`config.mk`:
```
export PLATFORM = sky130hd
export DESIGN_NAME = sram_req_bridge_flat
export DESIGN_NICKNAME = d
export VERILOG_FILES = /design/src/rtl/sram_bridge_pkg.sv /design/src/rtl/sram_req_bridge_if.sv /design/src/rtl/sram_req_bridge_resp_fifo.sv /design/src/rtl/sram_req_bridge.sv /design/src/flat_wrapper.sv
export SDC_FILE = /design/constraint.sdc
export NUM_CORES = 1
export LEC_CHECK = 0
export BUFFER_PORTS_ARGS = -buffer_cell sky130_fd_sc_hd__buf_2
export CAP_MARGIN = 20
export CORE_MARGIN = 2
export CORE_UTILIZATION = 25
export CTS_CLUSTER_SIZE = 14
export DETAILED_ROUTE_END_ITERATION = 10
export GPL_TIMING_DRIVEN = 1
export HOLD_SLACK_MARGIN = 0.05
export PLACE_DENSITY = 0.56
export SYNTH_ARGS = -nofsm -noshare
export SYNTH_HDL_FRONTEND = slang
export SYNTH_SLANG_ARGS = --single-unit
export TNS_END_PERCENT = 100
```
`constraint.sdc`:
```
create_clock -name clk -period 9.15 [get_ports clk]
set_input_delay 0.4575 -clock clk [delete_from_list [all_inputs] [get_ports clk]]
set_output_delay 0.4575 -clock clk [all_outputs]
set_load 0.01 [all_outputs]
```
`src/rtl/sram_bridge_pkg.sv`:
```
// Shared definitions for the SRAM request bridge: access-size encodings,
// the default response depth and the alignment rule.
package sram_bridge_pkg;

    typedef enum logic [1:0] {
        SZ_BYTE = 2'd0,
        SZ_HALF = 2'd1,
        SZ_WORD = 2'd2,
        SZ_RSVD = 2'd3
    } size_e;

    localparam int RESP_DEPTH_DEF = 3;

    // The reserved size behaves as a full word, so it needs word alignment.
    function automatic logic is_misaligned(input size_e size, input logic [1:0] addr_lo);
        case (size)
            SZ_BYTE: return 1'b0;
            SZ_HALF: return addr_lo[0];
            default: return addr_lo != 2'b00;
        endcase
    endfunction

endpackage

```
`src/rtl/sram_req_bridge_if.sv`:
```
// Request/response handshake plus single-port SRAM signals for sram_req_bridge.
// The master side is the requester and SRAM model; the slave side is the bridge.
interface sram_req_bridge_if
    import sram_bridge_pkg::*;
#(
    parameter int LEN_ADDR = 32,
    parameter int LEN_DATA = 32
);
    logic                    req_valid;
    logic                    req_ready;
    logic                    req_wr;
    logic [1:0]              req_size;
    logic [LEN_ADDR-1:0]     req_addr;
    logic [LEN_DATA-1:0]     req_wdata;
    logic                    resp_valid;
    logic                    resp_ready;
    logic [LEN_DATA-1:0]     resp_rdata;
    logic                    resp_err;
    logic [LEN_ADDR-1:0]     addra;
    logic [LEN_DATA-1:0]     dina;
    logic                    ena;
    logic [LEN_DATA/8-1:0]   wea;
    logic [LEN_DATA-1:0]     douta;

    modport master (
        output req_valid, req_wr, req_size, req_addr, req_wdata, resp_ready, douta,
        input  req_ready, resp_valid, resp_rdata, resp_err, addra, dina, ena, wea
    );

    modport slave (
        input  req_valid, req_wr, req_size, req_addr, req_wdata, resp_ready, douta,
        output req_ready, resp_valid, resp_rdata, resp_err, addra, dina, ena, wea
    );

endinterface

```
`src/rtl/sram_req_bridge_resp_fifo.sv`:
```
// Small synchronous FIFO holding read responses; exposes its occupancy so the
// bridge can throttle requests before the queue could overflow.
module resp_fifo #(
    parameter int WIDTH = 33,
    parameter int DEPTH = 3
) (
    input  logic                         clk,
    input  logic                         resetn,
    input  logic                         push,
    input  logic [WIDTH-1:0]             din,
    input  logic                         pop,
    output logic [WIDTH-1:0]             dout,
    output logic [$clog2(DEPTH+1)-1:0]   count
);
    localparam int CW = $clog2(DEPTH + 1);
    localparam int PW = (DEPTH > 1) ? $clog2(DEPTH) : 1;

    logic [WIDTH-1:0] mem [DEPTH];
    logic [PW-1:0]    wr_ptr;
    logic [PW-1:0]    rd_ptr;
    logic             do_pop;

    function automatic logic [PW-1:0] next_ptr(input logic [PW-1:0] p);
        return (p == PW'(DEPTH - 1)) ? '0 : p + PW'(1);
    endfunction

    assign do_pop = pop && (count != '0);
    assign dout   = mem[rd_ptr];

    always_ff @(posedge clk) begin
        if (push) begin
            mem[wr_ptr] <= din;
        end
    end

    always_ff @(posedge clk or negedge resetn) begin
        if (!resetn) begin
            wr_ptr <= '0;
            rd_ptr <= '0;
            count  <= '0;
        end else begin
            if (push) begin
                wr_ptr <= next_ptr(wr_ptr);
            end
            if (do_pop) begin
                rd_ptr <= next_ptr(rd_ptr);
            end
            if (push && !do_pop) begin
                count <= count + CW'(1);
            end else if (!push && do_pop) begin
                count <= count - CW'(1);
            end
        end
    end

endmodule

```
`src/rtl/sram_req_bridge.sv`:
```
// Bridges a valid/ready byte-addressed request stream onto a single-port SRAM
// with one-cycle read latency, queuing read data for a valid/ready response port.
module sram_req_bridge
    import sram_bridge_pkg::*;
#(
    parameter int LEN_ADDR   = 32,
    parameter int LEN_DATA   = 32,
    parameter int RESP_DEPTH = RESP_DEPTH_DEF
) (
    input logic          clk,
    input logic          resetn,
    sram_req_bridge_if.slave bus
);
    localparam int LANES = LEN_DATA / 8;
    localparam int OFFW  = $clog2(LANES);
    localparam int CW    = $clog2(RESP_DEPTH + 1);

    size_e               size_p0;
    logic [OFFW-1:0]     off_p0;
    logic                mis_p0;
    logic                accept_p0;
    logic [LANES-1:0]    lane_mask_p0;
    logic [LEN_DATA-1:0] dina_p0;
    logic                rd_vld_p1;
    logic                err_p1;
    logic [CW-1:0]       count;
    logic [CW:0]         occupancy;
    logic [LEN_DATA:0]   fifo_dout;
    logic                pop;

    // Stage p0: request decode and SRAM drive, all combinational.
    assign size_p0   = size_e'(bus.req_size);
    assign off_p0    = bus.req_addr[OFFW-1:0];
    assign mis_p0    = is_misaligned(size_p0, bus.req_addr[1:0]);

    // The in-flight read counts against capacity so its push always has a slot.
    assign occupancy     = {1'b0, count} + {{CW{1'b0}}, rd_vld_p1};
    assign bus.req_ready = resetn && (occupancy < (CW+1)'(RESP_DEPTH));
    assign accept_p0     = bus.req_valid && bus.req_ready;

    assign bus.ena   = accept_p0 && !mis_p0;
    assign bus.addra = {bus.req_addr[LEN_ADDR-1:OFFW], {OFFW{1'b0}}};
    assign bus.wea   = (bus.ena && bus.req_wr) ? lane_mask_p0 : '0;
    assign bus.dina  = dina_p0;

    always_comb begin
        case (size_p0)
            SZ_BYTE: lane_mask_p0 = LANES'(1) << off_p0;
            SZ_HALF: lane_mask_p0 = LANES'(3) << off_p0;
            default: lane_mask_p0 = '1;
        endcase
    end

    always_comb begin
        dina_p0 = bus.req_wdata;
        for (int i = 0; i < LANES; i++) begin
            case (size_p0)
                SZ_BYTE: dina_p0[i*8 +: 8] = bus.req_wdata[7:0];
                SZ_HALF: dina_p0[i*8 +: 8] = bus.req_wdata[(i % 2)*8 +: 8];
                default: dina_p0[i*8 +: 8] = bus.req_wdata[i*8 +: 8];
            endcase
        end
    end

    // Stage p1: SRAM data returns; capture it with the error tag into the queue.
    always_ff @(posedge clk or negedge resetn) begin
        if (!resetn) begin
            rd_vld_p1 <= 1'b0;
        end else begin
            rd_vld_p1 <= accept_p0 && !bus.req_wr;
        end
    end

    always_ff @(posedge clk) begin
        err_p1 <= mis_p0;
    end

    resp_fifo #(
        .WIDTH (LEN_DATA + 1),
        .DEPTH (RESP_DEPTH)
    ) u_resp_fifo (
        .clk    (clk),
        .resetn (resetn),
        .push   (rd_vld_p1),
        .din    ({bus.douta, err_p1}),
        .pop    (pop),
        .dout   (fifo_dout),
        .count  (count)
    );

    // Stage p2: queue head drives the response port.
    assign bus.resp_valid = (count != '0);
    assign pop            = bus.resp_valid && bus.resp_ready;
    assign bus.resp_rdata = fifo_dout[LEN_DATA:1];
    assign bus.resp_err   = fifo_dout[0];

endmodule

```
`src/flat_wrapper.sv`:
```
// flat-port wrapper written by rule: the top's interface ports become plain ports
module sram_req_bridge_flat import sram_bridge_pkg::*;
#(
    parameter int LEN_ADDR   = 32,
    parameter int LEN_DATA   = 32,
    parameter int RESP_DEPTH = RESP_DEPTH_DEF
)
  (clk, resetn, bus_req_valid, bus_req_wr, bus_req_size, bus_req_addr, bus_req_wdata, bus_resp_ready, bus_douta, bus_req_ready, bus_resp_valid, bus_resp_rdata, bus_resp_err, bus_addra, bus_dina, bus_ena, bus_wea);
  sram_req_bridge_if #(.LEN_ADDR(LEN_ADDR), .LEN_DATA(LEN_DATA)) bus_i ();
  input logic clk;
  input logic resetn;
  input wire logic [$bits(bus_i.req_valid)-1:0] bus_req_valid;
  input wire logic [$bits(bus_i.req_wr)-1:0] bus_req_wr;
  input wire logic [$bits(bus_i.req_size)-1:0] bus_req_size;
  input wire logic [$bits(bus_i.req_addr)-1:0] bus_req_addr;
  input wire logic [$bits(bus_i.req_wdata)-1:0] bus_req_wdata;
  input wire logic [$bits(bus_i.resp_ready)-1:0] bus_resp_ready;
  input wire logic [$bits(bus_i.douta)-1:0] bus_douta;
  output wire logic [$bits(bus_i.req_ready)-1:0] bus_req_ready;
  output wire logic [$bits(bus_i.resp_valid)-1:0] bus_resp_valid;
  output wire logic [$bits(bus_i.resp_rdata)-1:0] bus_resp_rdata;
  output wire logic [$bits(bus_i.resp_err)-1:0] bus_resp_err;
  output wire logic [$bits(bus_i.addra)-1:0] bus_addra;
  output wire logic [$bits(bus_i.dina)-1:0] bus_dina;
  output wire logic [$bits(bus_i.ena)-1:0] bus_ena;
  output wire logic [$bits(bus_i.wea)-1:0] bus_wea;
  assign bus_i.req_valid = bus_req_valid;
  assign bus_i.req_wr = bus_req_wr;
  assign bus_i.req_size = bus_req_size;
  assign bus_i.req_addr = bus_req_addr;
  assign bus_i.req_wdata = bus_req_wdata;
  assign bus_i.resp_ready = bus_resp_ready;
  assign bus_i.douta = bus_douta;
  assign bus_req_ready = bus_i.req_ready;
  assign bus_resp_valid = bus_i.resp_valid;
  assign bus_resp_rdata = bus_i.resp_rdata;
  assign bus_resp_err = bus_i.resp_err;
  assign bus_addra = bus_i.addra;
  assign bus_dina = bus_i.dina;
  assign bus_ena = bus_i.ena;
  assign bus_wea = bus_i.wea;
  sram_req_bridge #(.LEN_ADDR(LEN_ADDR), .LEN_DATA(LEN_DATA), .RESP_DEPTH(RESP_DEPTH)) u_core (.clk(clk), .resetn(resetn), .bus(bus_i));
endmodule
```
# Word-level counts from Yosys, hierarchy flattened
# Memory sizes are Yosys's and may differ from the RTL's.
# Cells that the tools add are included.
dict set report classes {
  add_sub_neg 5
  multipliers 0
  div 0
  magnitude_cmp 1
  n_eq_ne 3
  n_shift 2
  n_mux 12
  n_bitwise 0
  reduce_logical 18
}
# operator n
set op_table {}
lappend op_table {{two-way mux 8 bit} 2}
lappend op_table {{one-hot mux 8 bit (2 select lines)} 1}
lappend op_table {{logical AND 1 bit} 9}
lappend op_table {{two-way mux 2 bit} 4}
lappend op_table {{one-hot mux 4 bit (2 select lines)} 1}
lappend op_table {{adder 2 x 1 -> 2 bit (second input constant)} 3}
lappend op_table {{nonzero test 2 bit} 3}
lappend op_table {{equality test 2 bit (second input constant)} 2}
lappend op_table {{logical NOT 1 bit} 4}
lappend op_table {{two-way mux 4 bit} 1}
lappend op_table {{left shift 1 x 2 -> 4 bit (first input constant)} 1}
lappend op_table {{left shift 2 x 2 -> 4 bit (first input constant)} 1}
lappend op_table {{adder 2 x 1 -> 3 bit} 1}
lappend op_table {{< comparator 3 x 2 -> 1 bit (second input constant)} 1}
lappend op_table {{equality test 2 x 1 -> 1 bit (second input constant)} 1}
lappend op_table {{logical NOT 2 bit} 1}
lappend op_table {{two-way mux 1 bit} 2}
lappend op_table {{one-hot mux 1 bit (2 select lines)} 1}
lappend op_table {{OR reduction 2 bit} 1}
lappend op_table {{subtractor 2 x 1 -> 2 bit (second input constant)} 1}
dict set report totals {
  regBits 8
  latchBits 0
  mem_bits_rw 99
  rom_bits 0
  in_bits 103
  output_inout_bits 104
  memories 1
}
# name depth width rd rd_ports_with_merged_regs write_ports line
set memory_table {}
lappend memory_table {u_core.u_resp_fifo.mem 3 33 1 0 1 sram_req_bridge_resp_fifo.sv:18} ;# logic [WIDTH-1:0] mem [DEPTH];

# Depth between registers and ports, before layout
dict set report depth {
  depth_word 7
  depth_mapped 5
  mapped_depth_nobuf 5
}

# Cells and area by module
# A second synthesis with hierarchy kept.
dict set report unflattened {
  cells_unflattened 345
  area_unflattened_um2 4875.9
}
# mod n_inst cells_each area_per_inst_um2
set modules_own_cells {}
lappend modules_own_cells {resp_fifo 1 233 3976.3}
lappend modules_own_cells {sram_req_bridge 1 112 899.6}

# Worst setup path before layout
# OpenSTA, ideal clock, no wires.
dict set report synth_path {
  kind {register to register}
  startpoint {register u_core.rd_vld_p1}
  endpoint {memory u_core.u_resp_fifo.mem[2][0], enable pin}
  setup_ps 471
  arrival_ps 2906
  t_required_ps 8679
  setup_slack_ps 5773
  stages_incl_launch_ff 3
  n_path_buf 0
  path_cell_list {dfrtp_1 inv_1 nor3b_1}
}
dict set report synth_between {
  elab_chain_len 2
}
# element line
set synth_lines {}
lappend synth_lines {{start: declaration} sram_req_bridge.sv:24} ;# logic rd_vld_p1;
lappend synth_lines {{start signal: assignment} sram_req_bridge.sv:70} ;# rd_vld_p1 <= accept_p0 && !bus.req_wr;
lappend synth_lines {{two-way mux 1 bit} sram_req_bridge_resp_fifo.sv:31} ;# if (push) begin
lappend synth_lines {{two-way mux 1 bit (not written as such)} sram_req_bridge_resp_fifo.sv:32} ;# mem[wr_ptr] <= din;
lappend synth_lines {{end: declaration} sram_req_bridge_resp_fifo.sv:18}
# No other way between the ends.

# Final worst setup path
dict set report layout_path {
  startpoint {input port resetn}
  endpoint {output port bus_wea[1]}
}
dict set report layout_between {
  elab_chain_len 5
}
# element line
set layout_lines {}
lappend layout_lines {{start: declaration} flat_wrapper.sv:11} ;# input logic resetn;
lappend layout_lines {{logical AND 1 bit} sram_req_bridge.sv:38} ;# assign bus.req_ready = resetn && (occupancy < (CW+1)'(RESP_DEPTH));
lappend layout_lines {{logical AND 1 bit} sram_req_bridge.sv:39} ;# assign accept_p0 = bus.req_valid && bus.req_ready;
lappend layout_lines {{logical AND 1 bit} sram_req_bridge.sv:41} ;# assign bus.ena = accept_p0 && !mis_p0;
lappend layout_lines {{logical AND 1 bit} sram_req_bridge.sv:43} ;# assign bus.wea = (bus.ena && bus.req_wr) ? lane_mask_p0 : '0;
lappend layout_lines {{two-way mux 4 bit} sram_req_bridge.sv:43}
lappend layout_lines {{end: declaration} flat_wrapper.sv:26} ;# output wire logic [$bits(bus_i.wea)-1:0] bus_wea;
# No other way between the ends.

==> impl_metrics.yaml <==
job:
  drv_cap: 0
logic_synthesis:
  synth_edf_count: 99
  ys_seq_area_frac: 0.6594
  yosys_warnings: 0
  ys_ff_latch: 107
  syn_avg_cell_area_um2: 13.97
  synthArstFlopShare: 0.06542
  synth_cell_types: 32
  synth_flop_cell: "edfxtp_1"
  syn_inst: 344
  synth_area_um2: 4805
detailed_routing:
  via_per_inst: 4.281
  wl_per_cell_um: 16.34
  drt_wl_total_um: 11240
  drc: 0
  drt_iter0_drc: 114
  firstDrtPassIters: 4
  antenna_violating_nets_post_route: 0
  vias: 2945
sta:
  timing.final.crit_share: 0.2761
  finClkSkew_ns: 0.007120
  period_minus_slack_ns: 2.526
  setup_viol: 0
  rsz0062_at_grt: "no"
  hold_violations: 0
  fmax_mhz: 395.8
  worstMarginPinSlew_ns: 0.9970
  whs_ns: 0.2769
  setup_tns_ns: 0
  slew_headroom: 0.3324
  drv_slew: 0
clock_tree:
  clockBufferDepth: 2
  cts_made_buffers: 9
  holdBufCountCts: 1
  clk_latency_ns: 0.35
  cts_setup_buffers: 0
  cts.repair.resized: 0
  clkSinkCount: 107
  cts-root-buf: "clkbuf_16"
  cts_max_level: 3
  cts_tree: "built"
  clkTransAtPathRegs_ns: 0.07
power_and_ir_drop:
  p_int_uw: 951.6
  clockPowerShare: 0.244
  p_sw_uw: 457.7
  power_switching_share: 0.3248
  pwr-share-seq: 0.445
  peakVddDrop_v: 0.00007563
  p_leak_nw: 2.258
  p_comb_frac: 0.311
  power_density_nw_per_um2: 244.1
placement:
  port_buffers: 144
  hpwlAfterDp_um: 8266
  place_congestion: 0.9628
  dp_cells: 672
  place_area_um2: 5507
global_routing:
  grt_start_max_net_pins: 53
  grtUsageTotal: 0.1121
  grt_pass1_wl_um: 16530
  grt_pass1_vias: 2957
  overflow: 0
  antenna_found_initial: 0
final_layout:
  syn_to_final_growth_pct: 20.16
  antenna_cells: 0
  final_nets: 556
  stdcell_count: 688
  fin_area_um2: 5773
  fill_cells: 1904
  drive_gt1_frac: 0.4097
floorplanning:
  ios: 207
  core_um2: 18770
  fp.dieW_um: 142.6
  dieArea_um2: 20340
  placementRows: 50
  start_util: 0.2560
  fp.dieH_um: 142.6
hold_path:
  holdCritPathClass: "in -> reg"
worst_setup_path:
  critical_path_arrival_ns: 2.07
  critPathKind: "in -> out"
  startpoint_type: "primary input"
  end_kind: "output port"
  cp_max_fo: 8
  cp_data_required_time_ns: 8.69
run_status:
  status: "finished clean"
-- worst max-delay path, cell delays in order --
cell and delay [ns]:
dlygate4sd3_1 0.54, buf_2 0.21, nor2b_1 0.23, nand4_1 0.24, nor3_1 0.22, buf_2 0.16
-- per-stage QoR --
step / utilization / power [mW] / setup WS (ns)
6_report: 0.3076 / 1.409 / 6.624
5_1_grt: 0.3076 / 1.502 / 6.416
4_1_cts: 0.3076 / 1.443 / 6.511
3_5_place_dp: 0.2934 / 1.094 / 6.912
3_3_place_gp: 0.2898 / 1.066 / 6.887
2_1_floorplan: - / 0.9187 / 5.773
-- sequential cells by signal (all words and copies together), names as in the netlist --
signal and flops:
u_core.rd_vld_p1 1, u_core.u_resp_fifo.wr_ptr 2, u_core.u_resp_fifo.rd_ptr 2, u_core.u_resp_fifo.mem 99, u_core.err_p1 1, u_core.u_resp_fifo.count 2
-- logic make-up (layout without fill, tap and decap cells) --
logic type	after synthesis	in the layout	synth area share
mux	57	57	0.1229
flops	107	107	0.6594
compound gates	48	48	0.05234
other cells	1	2	0.0007805
buf+inv	57	166	0.08776
fa+ha+maj	3	3	0.007813
xor+xnor	6	6	0.01094
simple gates	65	65	0.05808
-- cell type report --
type | instances | area (um^2) | area share
clock buffers | 9 | 225.2 | 0.03901
flip-flops and latches | 107 | 3171 | 0.5492
well taps | 234 | 292.8 | 0.05072
multi-input cells | 181 | 1236 | 0.2141
repair buffers | 150 | 813.3 | 0.1409
inverters | 1 | 3.754 | 0.0006502
clock inverters | 6 | 31.28 | 0.005418
-- synth_stat cells (2+ instances only) --
library cell | instances | area share
nor3_1 | 5 | 0.0052
mux2_2 | 16 | 0.037
a21o_1 | 3 | 0.0047
ha_1 | 3 | 0.0078
nand2_1 | 45 | 0.035
o21ai_0 | 14 | 0.015
buf_6 | 5 | 0.012
buf_2 | 4 | 0.0042
edfxtp_1 | 99 | 0.62
xnor2_1 | 2 | 0.0036
xor2_1 | 4 | 0.0073
clkbuf_1 | 5 | 0.0039
nor2_1 | 6 | 0.0047
mux2i_1 | 41 | 0.085
buf_4 | 41 | 0.064
dfrtp_1 | 7 | 0.036
o21ai_1 | 29 | 0.030
-- layer usage --
layer	track usage	vias to the layer above	routed length, um
met5	0	-	0
met4	0.06774	0	445
met3	0.02783	28	730
met2	0.2110	140	5995
met1	0.1101	1358	4068
li1	-	1419	-
-- placed cells by master (no fill, tap or decap), types with 4 or more instances in the layout --
| cell type | count |
|---|---|
| buf_2 | 144 |
| edfxtp_1 | 99 |
| nand2_1 | 45 |
| mux2i_1 | 41 |
| o21ai_1 | 29 |
| mux2_2 | 16 |
| o21ai_0 | 14 |
| clkbuf_16 | 9 |
| nor2_1 | 5 |
| dfrtp_1 | 5 |
| nor3_1 | 4 |
| xor2_1 | 4 |
-- power by group through the flow --
stage / registers (mW) / clock network, mW / logic (mW)
3_3_place_gp: 0.690 / 0 / 0.376
4_1_cts: 0.629 / 0.359 / 0.456
2_1_floorplan: 0.603 / 0 / 0.316
6_report: 0.626 / 0.344 / 0.439
5_1_grt: 0.634 / 0.378 / 0.489
3_5_place_dp: 0.640 / 0 / 0.454
-- final timing paths --
| path | start | end | slack (ns) | cells past startpoint |
|---|---|---|---|---|
| setup reg to reg | u_core.rd_vld_p1$_DFF_PN0_ | u_core.u_resp_fifo.mem[2][27]$_DFFE_PP_ | 7.01 | 3 |
| min in group asynchronous | resetn | u_core.u_resp_fifo.count[0]$_DFFE_PN0P_ | 0.50 | 2 |
| setup / recovery | resetn | bus_wea[1] | 6.62 | 6 |
| hold / removal | bus_req_wr | u_core.rd_vld_p1$_DFF_PN0_ | 0.28 | 2 |
| hold reg to reg | u_core.err_p1$_DFF_P_ | u_core.u_resp_fifo.mem[2][0]$_DFFE_PP_ | 0.46 | 0 |
| max in group asynchronous | resetn | u_core.u_resp_fifo.rd_ptr[0]$_DFFE_PN0P_ | 8.46 | 2 |
Power figures use the tool's default switching activity.
